--- src/rtl/dmem_stall_ctrl_if.sv ---
// Data-memory request/ack bus between the MEM-stage initiator (master) and the memory (slave).
interface dmem_stall_ctrl_if;
  logic        bus_req;
  logic        bus_we;
  logic [31:0] bus_addr;
  logic [31:0] bus_wdata;
  logic        bus_ack;
  logic [31:0] bus_rdata;

  modport master (output bus_req, bus_we, bus_addr, bus_wdata,
                  input  bus_ack, bus_rdata);
  modport slave  (input  bus_req, bus_we, bus_addr, bus_wdata,
                  output bus_ack, bus_rdata);
endinterface

--- src/rtl/dmem_stall_ctrl.sv ---
// MEM-stage data-memory initiator: issues one req/ack bus transaction per load/store and
// holds the whole pipeline via mem_stall until the access completes, errors or times out.
module dmem_stall_ctrl #(
  parameter int unsigned TIMEOUT  = 255,
  parameter logic [31:0] ERR_DATA = 32'hDEADBEEF
) (
  input  logic               clk,
  input  logic               rst,
  input  logic               MemRead_MEM,
  input  logic               MemWrite_MEM,
  input  logic [31:0]        Addr_MEM,
  input  logic [31:0]        WD_MEM,
  output logic               mem_stall,
  output logic [31:0]        RD_MEM,
  output logic               bus_err,
  dmem_stall_ctrl_if.master  bus
);

  typedef enum logic [1:0] {S_IDLE, S_WAIT, S_DONE} state_e;

  localparam int CW = $clog2(TIMEOUT + 1);

  state_e        state_q, state_d;
  logic [CW-1:0] cnt_q, cnt_d;
  logic          req_q, we_q, err_q;
  logic [31:0]   addr_q, wdata_q, rd_q;
  logic          access, misalign, timeout_hit;

  assign access      = MemRead_MEM | MemWrite_MEM;
  assign misalign    = access & (Addr_MEM[1:0] != 2'b00);
  // This WAIT cycle is the TIMEOUT-th without an ack.
  assign timeout_hit = (cnt_q == CW'(TIMEOUT - 1));

  always_ff @(posedge clk) begin
    if (rst) state_q <= S_IDLE;
    else     state_q <= state_d;
  end

  always_comb begin
    state_d = state_q;
    case (state_q)
      S_IDLE:  if (access) state_d = misalign ? S_DONE : S_WAIT;
      S_WAIT:  if (bus.bus_ack || timeout_hit) state_d = S_DONE;
      S_DONE:  state_d = S_IDLE;
      default: state_d = S_IDLE;
    endcase
  end

  always_comb begin
    mem_stall = ((state_q == S_IDLE) && access) || (state_q == S_WAIT);
  end

  always_comb begin
    cnt_d = '0;
    if (state_q == S_WAIT && !bus.bus_ack) cnt_d = cnt_q + CW'(1);
  end

  // Bus fields are latched on entry to WAIT and held until the transaction ends.
  always_ff @(posedge clk) begin
    if (rst) begin
      req_q   <= 1'b0;
      we_q    <= 1'b0;
      addr_q  <= '0;
      wdata_q <= '0;
      rd_q    <= '0;
      err_q   <= 1'b0;
      cnt_q   <= '0;
    end else begin
      cnt_q <= cnt_d;
      case (state_q)
        S_IDLE: begin
          if (access && !misalign) begin
            req_q   <= 1'b1;
            we_q    <= MemWrite_MEM;
            addr_q  <= {Addr_MEM[31:2], 2'b00};
            wdata_q <= WD_MEM;
          end else if (access) begin
            err_q <= 1'b1;
            rd_q  <= ERR_DATA;
          end
        end
        S_WAIT: begin
          if (bus.bus_ack) begin
            req_q <= 1'b0;
            if (!we_q) rd_q <= bus.bus_rdata;
          end else if (timeout_hit) begin
            req_q <= 1'b0;
            err_q <= 1'b1;
            rd_q  <= ERR_DATA;
          end
        end
        default: ;
      endcase
    end
  end

  assign bus.bus_req   = req_q;
  assign bus.bus_we    = we_q;
  assign bus.bus_addr  = addr_q;
  assign bus.bus_wdata = wdata_q;
  assign RD_MEM        = rd_q;
  assign bus_err       = err_q;

endmodule

--- src/flat_wrapper.sv ---
// flat-port wrapper written by rule: the top's interface ports become plain ports
module dmem_stall_ctrl_flat 
#(
  parameter int unsigned TIMEOUT  = 255,
  parameter logic [31:0] ERR_DATA = 32'hDEADBEEF
)
  (clk, rst, MemRead_MEM, MemWrite_MEM, Addr_MEM, WD_MEM, mem_stall, RD_MEM, bus_err, bus_bus_req, bus_bus_we, bus_bus_addr, bus_bus_wdata, bus_bus_ack, bus_bus_rdata);
  dmem_stall_ctrl_if bus_i ();
  input  logic clk;
  input  logic rst;
  input  logic MemRead_MEM;
  input  logic MemWrite_MEM;
  input  logic [31:0] Addr_MEM;
  input  logic [31:0] WD_MEM;
  output logic mem_stall;
  output logic [31:0] RD_MEM;
  output logic bus_err;
  output wire logic [$bits(bus_i.bus_req)-1:0] bus_bus_req;
  output wire logic [$bits(bus_i.bus_we)-1:0] bus_bus_we;
  output wire logic [$bits(bus_i.bus_addr)-1:0] bus_bus_addr;
  output wire logic [$bits(bus_i.bus_wdata)-1:0] bus_bus_wdata;
  input wire logic [$bits(bus_i.bus_ack)-1:0] bus_bus_ack;
  input wire logic [$bits(bus_i.bus_rdata)-1:0] bus_bus_rdata;
  assign bus_bus_req = bus_i.bus_req;
  assign bus_bus_we = bus_i.bus_we;
  assign bus_bus_addr = bus_i.bus_addr;
  assign bus_bus_wdata = bus_i.bus_wdata;
  assign bus_i.bus_ack = bus_bus_ack;
  assign bus_i.bus_rdata = bus_bus_rdata;
  dmem_stall_ctrl #(.TIMEOUT(TIMEOUT), .ERR_DATA(ERR_DATA)) u_core (.clk(clk), .rst(rst), .MemRead_MEM(MemRead_MEM), .MemWrite_MEM(MemWrite_MEM), .Addr_MEM(Addr_MEM), .WD_MEM(WD_MEM), .mem_stall(mem_stall), .RD_MEM(RD_MEM), .bus_err(bus_err), .bus(bus_i));
endmodule
--- config.mk ---
export PLATFORM = sky130hd
export DESIGN_NAME = dmem_stall_ctrl_flat
export DESIGN_NICKNAME = d
export VERILOG_FILES = /design/src/rtl/dmem_stall_ctrl_if.sv /design/src/rtl/dmem_stall_ctrl.sv /design/src/flat_wrapper.sv
export SDC_FILE = /design/constraint.sdc
export NUM_CORES = 1
export LEC_CHECK = 0
export ABC_AREA = 1
export CAP_MARGIN = 20
export CORE_MARGIN = 5
export CORE_UTILIZATION = 36
export CTS_CLUSTER_DIAMETER = 30
export CTS_CLUSTER_SIZE = 12
export DETAILED_ROUTE_END_ITERATION = 12
export DONT_BUFFER_PORTS = 1
export SETUP_SLACK_MARGIN = 0.02
export SYNTH_ARGS = -nofsm -noshare
export SYNTH_HDL_FRONTEND = slang
export SYNTH_SLANG_ARGS = --single-unit
--- constraint.sdc ---
create_clock -name clk -period 1.4 [get_ports clk]
set_input_delay 0.28 -clock clk [delete_from_list [all_inputs] [get_ports clk]]
set_output_delay 0.28 -clock clk [all_outputs]
set_load 0.05 [all_outputs]
# Word-level counts from Yosys, hierarchy flattened

Cells that the tools add are included.

Register bits after elaboration: 107
Input bits: 101
Output and inout bits: 100
Word-level logic and storage cells: 57

Add/subtract/negate cells: 1
Equal/unequal tests: 10
Mux-type cells: 19
Bitwise logic cells: 3
Reductions and logical operators: 16

Operator list:

| kind                  | number |
|---|---|
| $mux W32              | 5 |
| $pmux W32 S2          | 1 |
| $reduce_and A5 Y1     | 2 |
| $add A8 B1 Y8 const B | 1 |
| $eq A8 B8 Y1 const B  | 1 |
| $mux W1               | 7 |
| $mux W2               | 3 |
| $ne A2 B1 Y1 const B  | 3 |
| $ne A2 B2 Y1 const B  | 3 |
| $pmux W1 S2           | 2 |
| $pmux W2 S2           | 1 |
| $reduce_and A2 Y1     | 2 |
| $reduce_bool A2 Y1    | 2 |
| $logic_and A1 B1 Y1   | 3 |
| $ne A3 B2 Y1 const B  | 1 |
| $ne A3 B3 Y1 const B  | 1 |
| $reduce_and A3 Y1     | 1 |
| $eq A2 B1 Y1 const B  | 1 |
| $logic_not A1 Y1      | 2 |
| $logic_not A2 Y1      | 1 |
| $logic_or A1 B1 Y1    | 2 |
| $reduce_or A2 Y1      | 1 |
| $and A1 B1 Y1         | 1 |
| $not A1 Y1            | 1 |
| $or A1 B1 Y1          | 1 |

# Logic depth before layout (Yosys ltp)

Depth in word-level cells: 6
Mapped depth: 12
Gate-level depth less buffers: 11

# Least setup slack after synthesis

Ideal clock, no wire load.

Path type: reg2reg
From: reg u_core.we_q, in the netlist u_core.bus.bus_we
To: reg u_core.rd_q[31], in the netlist u_core.RD_MEM[31]
Library setup time: 0.114 ns
Data arrival time: 1.289 ns
Required time: 1.286 ns
Slack: -0.003 ns
Stages on the path, launching flop included: 7
Buffers on the path: 1
Period minus slack after synthesis: 1.403 ns
Cell sequence: dfxtp_1 > nand4_1 > nand3_2 > nor2_8 > buf_6 > nor2_1 > nor2_1

Longest elaborated chain between the ends: 2

RTL lines:

| what                               | line                  | RTL |
|---|---|---|
| from (decl)                        | dmem_stall_ctrl.sv:25 | `logic req_q, we_q, err_q;` |
| from (signal assigned)             | dmem_stall_ctrl.sv:74 | `we_q <= MemWrite_MEM;` |
| $ne A3 B3 Y1 (no source line)      | n/a                   |  |
| $reduce_and A5 Y1 (no source line) | n/a                   |  |
| to (signal assigned)               | dmem_stall_ctrl.sv:85 | `if (!we_q) rd_q <= bus.bus_rdata;` |
| to (decl)                          | dmem_stall_ctrl.sv:26 | `logic [31:0] addr_q, wdata_q, rd_q;` |

Every way passes these cells.
A chain may end at the register's enable or synchronous reset.

# Worst setup path in the final report

From: reg u_core.cnt_q[0]
To: reg u_core.rd_q[2], in the netlist u_core.RD_MEM[2]

Longest elaborated chain between the ends: 3

RTL lines:

| what                               | line                  | RTL |
|---|---|---|
| from (decl)                        | dmem_stall_ctrl.sv:24 | `logic [CW-1:0] cnt_q, cnt_d;` |
| from (signal assigned)             | dmem_stall_ctrl.sv:69 | `cnt_q <= cnt_d;` |
| $eq A8 B8 Y1                       | dmem_stall_ctrl.sv:32 | `assign timeout_hit = (cnt_q == CW'(TIMEOUT - 1));` |
| $ne A3 B2 Y1 (no source line)      | n/a                   |  |
| $reduce_and A5 Y1 (no source line) | n/a                   |  |

Every way passes these cells.

==> results.md <==
* Status: finished, violations left
* Violated checks: negative setup slack
* PD cells at approximately 1500 nW/um^2
* Asr flop ratio synth at 0%
* Post-synthesis cell area at around 4100 sq um
* Number of cells on the worst reg-to-reg path at 12
* Pre-CTS setup slack at -0.100 ns
* Switch Pwr at ~2.4 mW
* Clock-pin slew on the worst setup and hold paths at 0.07 ns
* Clk_lat worst skew at 0.34 ns
* Routed vias/inst at 4.83
* Final Hold Vio Count at 0
* Synth cell types at 26
* Avg Cell Area, Syn at 7.36 sq um
* Yosys reg bits at roughly 110
* Min-delay worst type: in2reg
* I/O pin cnt at between 200 and 250
* Min cycle time layout at ~1.5 ns
* TritonCTS clock tree: done
* Final Skew at approximately 0.007 ns
* Lkg Pwr at about 2 nW
* Leading area contributor after synthesis: dfxtp_1
* Final GP Congestion at ~0.8
* Sequential cell area fraction in the yosys report at between 50% and 60%
* Die width at 117 um
* Grt ovf at 0
* Slew at the pin closest to its max-slew limit at 0.587 ns
* Largest net degree at the start of global routing at 68
* H-Tree Depth at 3
* Commonest non-fill, non-tap cells in the layout: nand2_1, dfxtp_1, nor2_1
* Commonest non-fill, non-tap cell in the layout: nand2_1
* Final setup viols at 32
* Largest fanout on the critical path at 8
* Hold_sp: rst
* Initial Utilization at around 36%
* Number of global-route vias before repair at 3,192
* I/O Buffers at 0
* Synth top area share at 52.2%
* Synth Warn # at 0
* Crit path kind: reg2reg
* R2R setup slack at -0.14 ns
* # diodes at 0
* Vias post-DR at around 3,500
* Clock power frac at around 32%
* Bufs on Longest Clock Path at 2
* TritonRoute pass-1 iters at 5
* Wirelength per Cell at between 10 and 15 um
* GRT Util Overall at 13.7%
* FF-to-FF Start: u_core.cnt_q[0]
* Setup TNS at -3.55 ns
* Worst vdd ir at about 0.72 mV
* FMAX at ~650 MHz
* Overall Power at between 7 and 8 mW
* Seq pwr share at between 50% and 60%
* Die Y at 117 um
* Die Footprint at 13,600 sq um
* P_int at 4.88 mW
* Initial antenna violation count at 0
* HPWL Detailed at about 7300 um
* Critical path data arrival time at between 1.5 and 2 ns
* TritonCTS Sinks at roughly 110
* Critical Path End Type: register
* Max Cap Viol at 0
* Worst setup SP type: register
* Core Rows at 39
* DR iter-0 viols at 253
* Post-synth EDFFs at 0
* First-pass GRT wire length at around 15,000 um
* Slew headroom at 60.8%
* Root Buffer: clkbuf_16
* Residual DRC at 0
* Reg2reg end: u_core.RD_MEM[2]
* Synth Flop Type: dfxtp_1
* WHS Endpoint: u_core.bus.bus_addr[13]
* Slew Viols, Final at 0
* Synth top area cells: dfxtp_1, nand2_1, nor2_1, a21oi_1, buf_2
* P&R area growth vs syn at 18.9%
* Switch share at around 33%
* Combinational fraction of design power at 12.3%
* Layout Nets at between 600 and 700
* Drt total wl at between 10,000 and 15,000 um
* Hold path depth at 1
* Worst Path Required at ~1.6 ns
* Part of the cycle the worst path needs at 110%
* Core Region at ~11,000 sq um
* Layout cells sized above 1 at about 16%
* Fin worst setup slack at -0.142 ns
* Cells after Synth at between 500 and 600
* Inserted Clock Buffers at 9
* RSZ-0062 raised after global routing: true
* Final ANT Viol Nets at 0
==> worst max-delay path by stage <==
| stage | endpoint | from | slack (ns) | depth (start not counted) |
|---|---|---|---|---|
| after floorplan | u_core.RD_MEM[10] | u_core.cnt_q[0] | 0.01 | 12 |
| after global placement | u_core.RD_MEM[31] | u_core.cnt_q[0] | -0.06 | 12 |
| after global routing | u_core.RD_MEM[16] | u_core.cnt_q[0] | -0.21 | 12 |
| final | u_core.RD_MEM[2] | u_core.cnt_q[0] | -0.14 | 12 |
| after detailed placement | u_core.RD_MEM[5] | u_core.cnt_q[0] | -0.1 | 12 |
| after CTS | u_core.RD_MEM[5] | u_core.cnt_q[0] | -0.12 | 12 |
==> logic make-up after synthesis <==
kind of cell             count (synthesis)  synth area share (%)
other                                    1                0.0914
XOR/XNOR                                 4                 0.854
buffers and inverters                   46                  5.92
AND/OR/NAND/NOR                        326                  31.6
AO/OA/AOI/OAI                           71                  8.72
adder cells (fa/ha/maj)                  2                 0.610
flip-flops                             107                  52.2
==> state kept, by name (all words and copies together), names as in the netlist <==
signal and flops:
u_core.bus.bus_we 1, u_core.bus_err 1, u_core.bus.bus_req 1, u_core.bus.bus_wdata 32, u_core.state_q 2, u_core.cnt_q 8, u_core.bus.bus_addr 30, u_core.RD_MEM 32
==> power groups by stage <==
stage | sequential [mW] | combinational (mW) | clock, mW
after floorplan | 4.11 | 0.576 | 0
after global placement | 4.12 | 0.693 | 0
after detailed placement | 4.13 | 0.721 | 0
after CTS | 4.06 | 0.729 | 2.44
after global routing | 4.08 | 0.991 | 2.57
final | 4.06 | 0.895 | 2.35
==> stage by stage <==
step                      hold WS [ns]  util (%)  std cells  cell area [sq um]
after floorplan                  0.407         -        558               4110
after global placement           0.355      38.6        697               4350
after detailed placement         0.356      38.6        697               4350
after CTS                      -0.0175      41.3        715               4650
after global routing           -0.0250      43.3        722               4880
final                          0.00193      43.3        722               4880
==> layout make-up <==
| cell class | instances | area [sq um] |
|---|---|---|
| clock inverter | 4 | 26.3 |
| tap | 143 | 179 |
| fill | 1163 | 6400 |
| multi-input combinational | 406 | 1830 |
| timing repair buffer | 37 | 394 |
| inverter | 13 | 48.8 |
| sequential | 107 | 2150 |
| clock buffer | 12 | 246 |
==> worst max-delay path: stages (launching register included) <==
cell	delay (ns)
dfxtp_2	0.32
inv_2	0.06
ha_4	0.11
nand2_2	0.05
nor2_2	0.11
nand2_2	0.08
nand2_4	0.09
nand2_8	0.07
nor2_8	0.20
clkbuf_16	0.20
nand2_2	0.04
nand2_1	0.05
nor2_1	0.04
==> synth_stat cells, types with 2 or more instances <==
cell type / instances
buf_4: 2
buf_2: 14
dfxtp_1: 107
ha_1: 2
xor2_1: 3
o21ai_0: 2
inv_1: 9
nand3_1: 5
nor2_2: 3
nand3_2: 2
inv_2: 3
buf_6: 6
a21oi_1: 68
nor3_1: 2
nor2_1: 98
clkbuf_1: 11
nand2_1: 209
nand2_4: 2
nand2_2: 2
==> repair_timing <==
item,4_1_cts,5_1_grt
buffers inserted,2,0
endpoints found under the setup margin,93,98
gates resized for setup,5,35
pin swaps,2,8
gates cloned,0,7
hold endpoints to repair,66,60
==> per-layer routing <==
metal	share of wire (%)	vias up	GRT usage, %	wire [um]
met2	45	154	21.1	4850
li1	-	1762	-	-
met4	1.4	0	5.81	146
met3	14	12	7.62	1530
met1	39	1562	15.7	4250
met5	0	-	0	0
No activity file was read; power rests on OpenSTA's default activity.
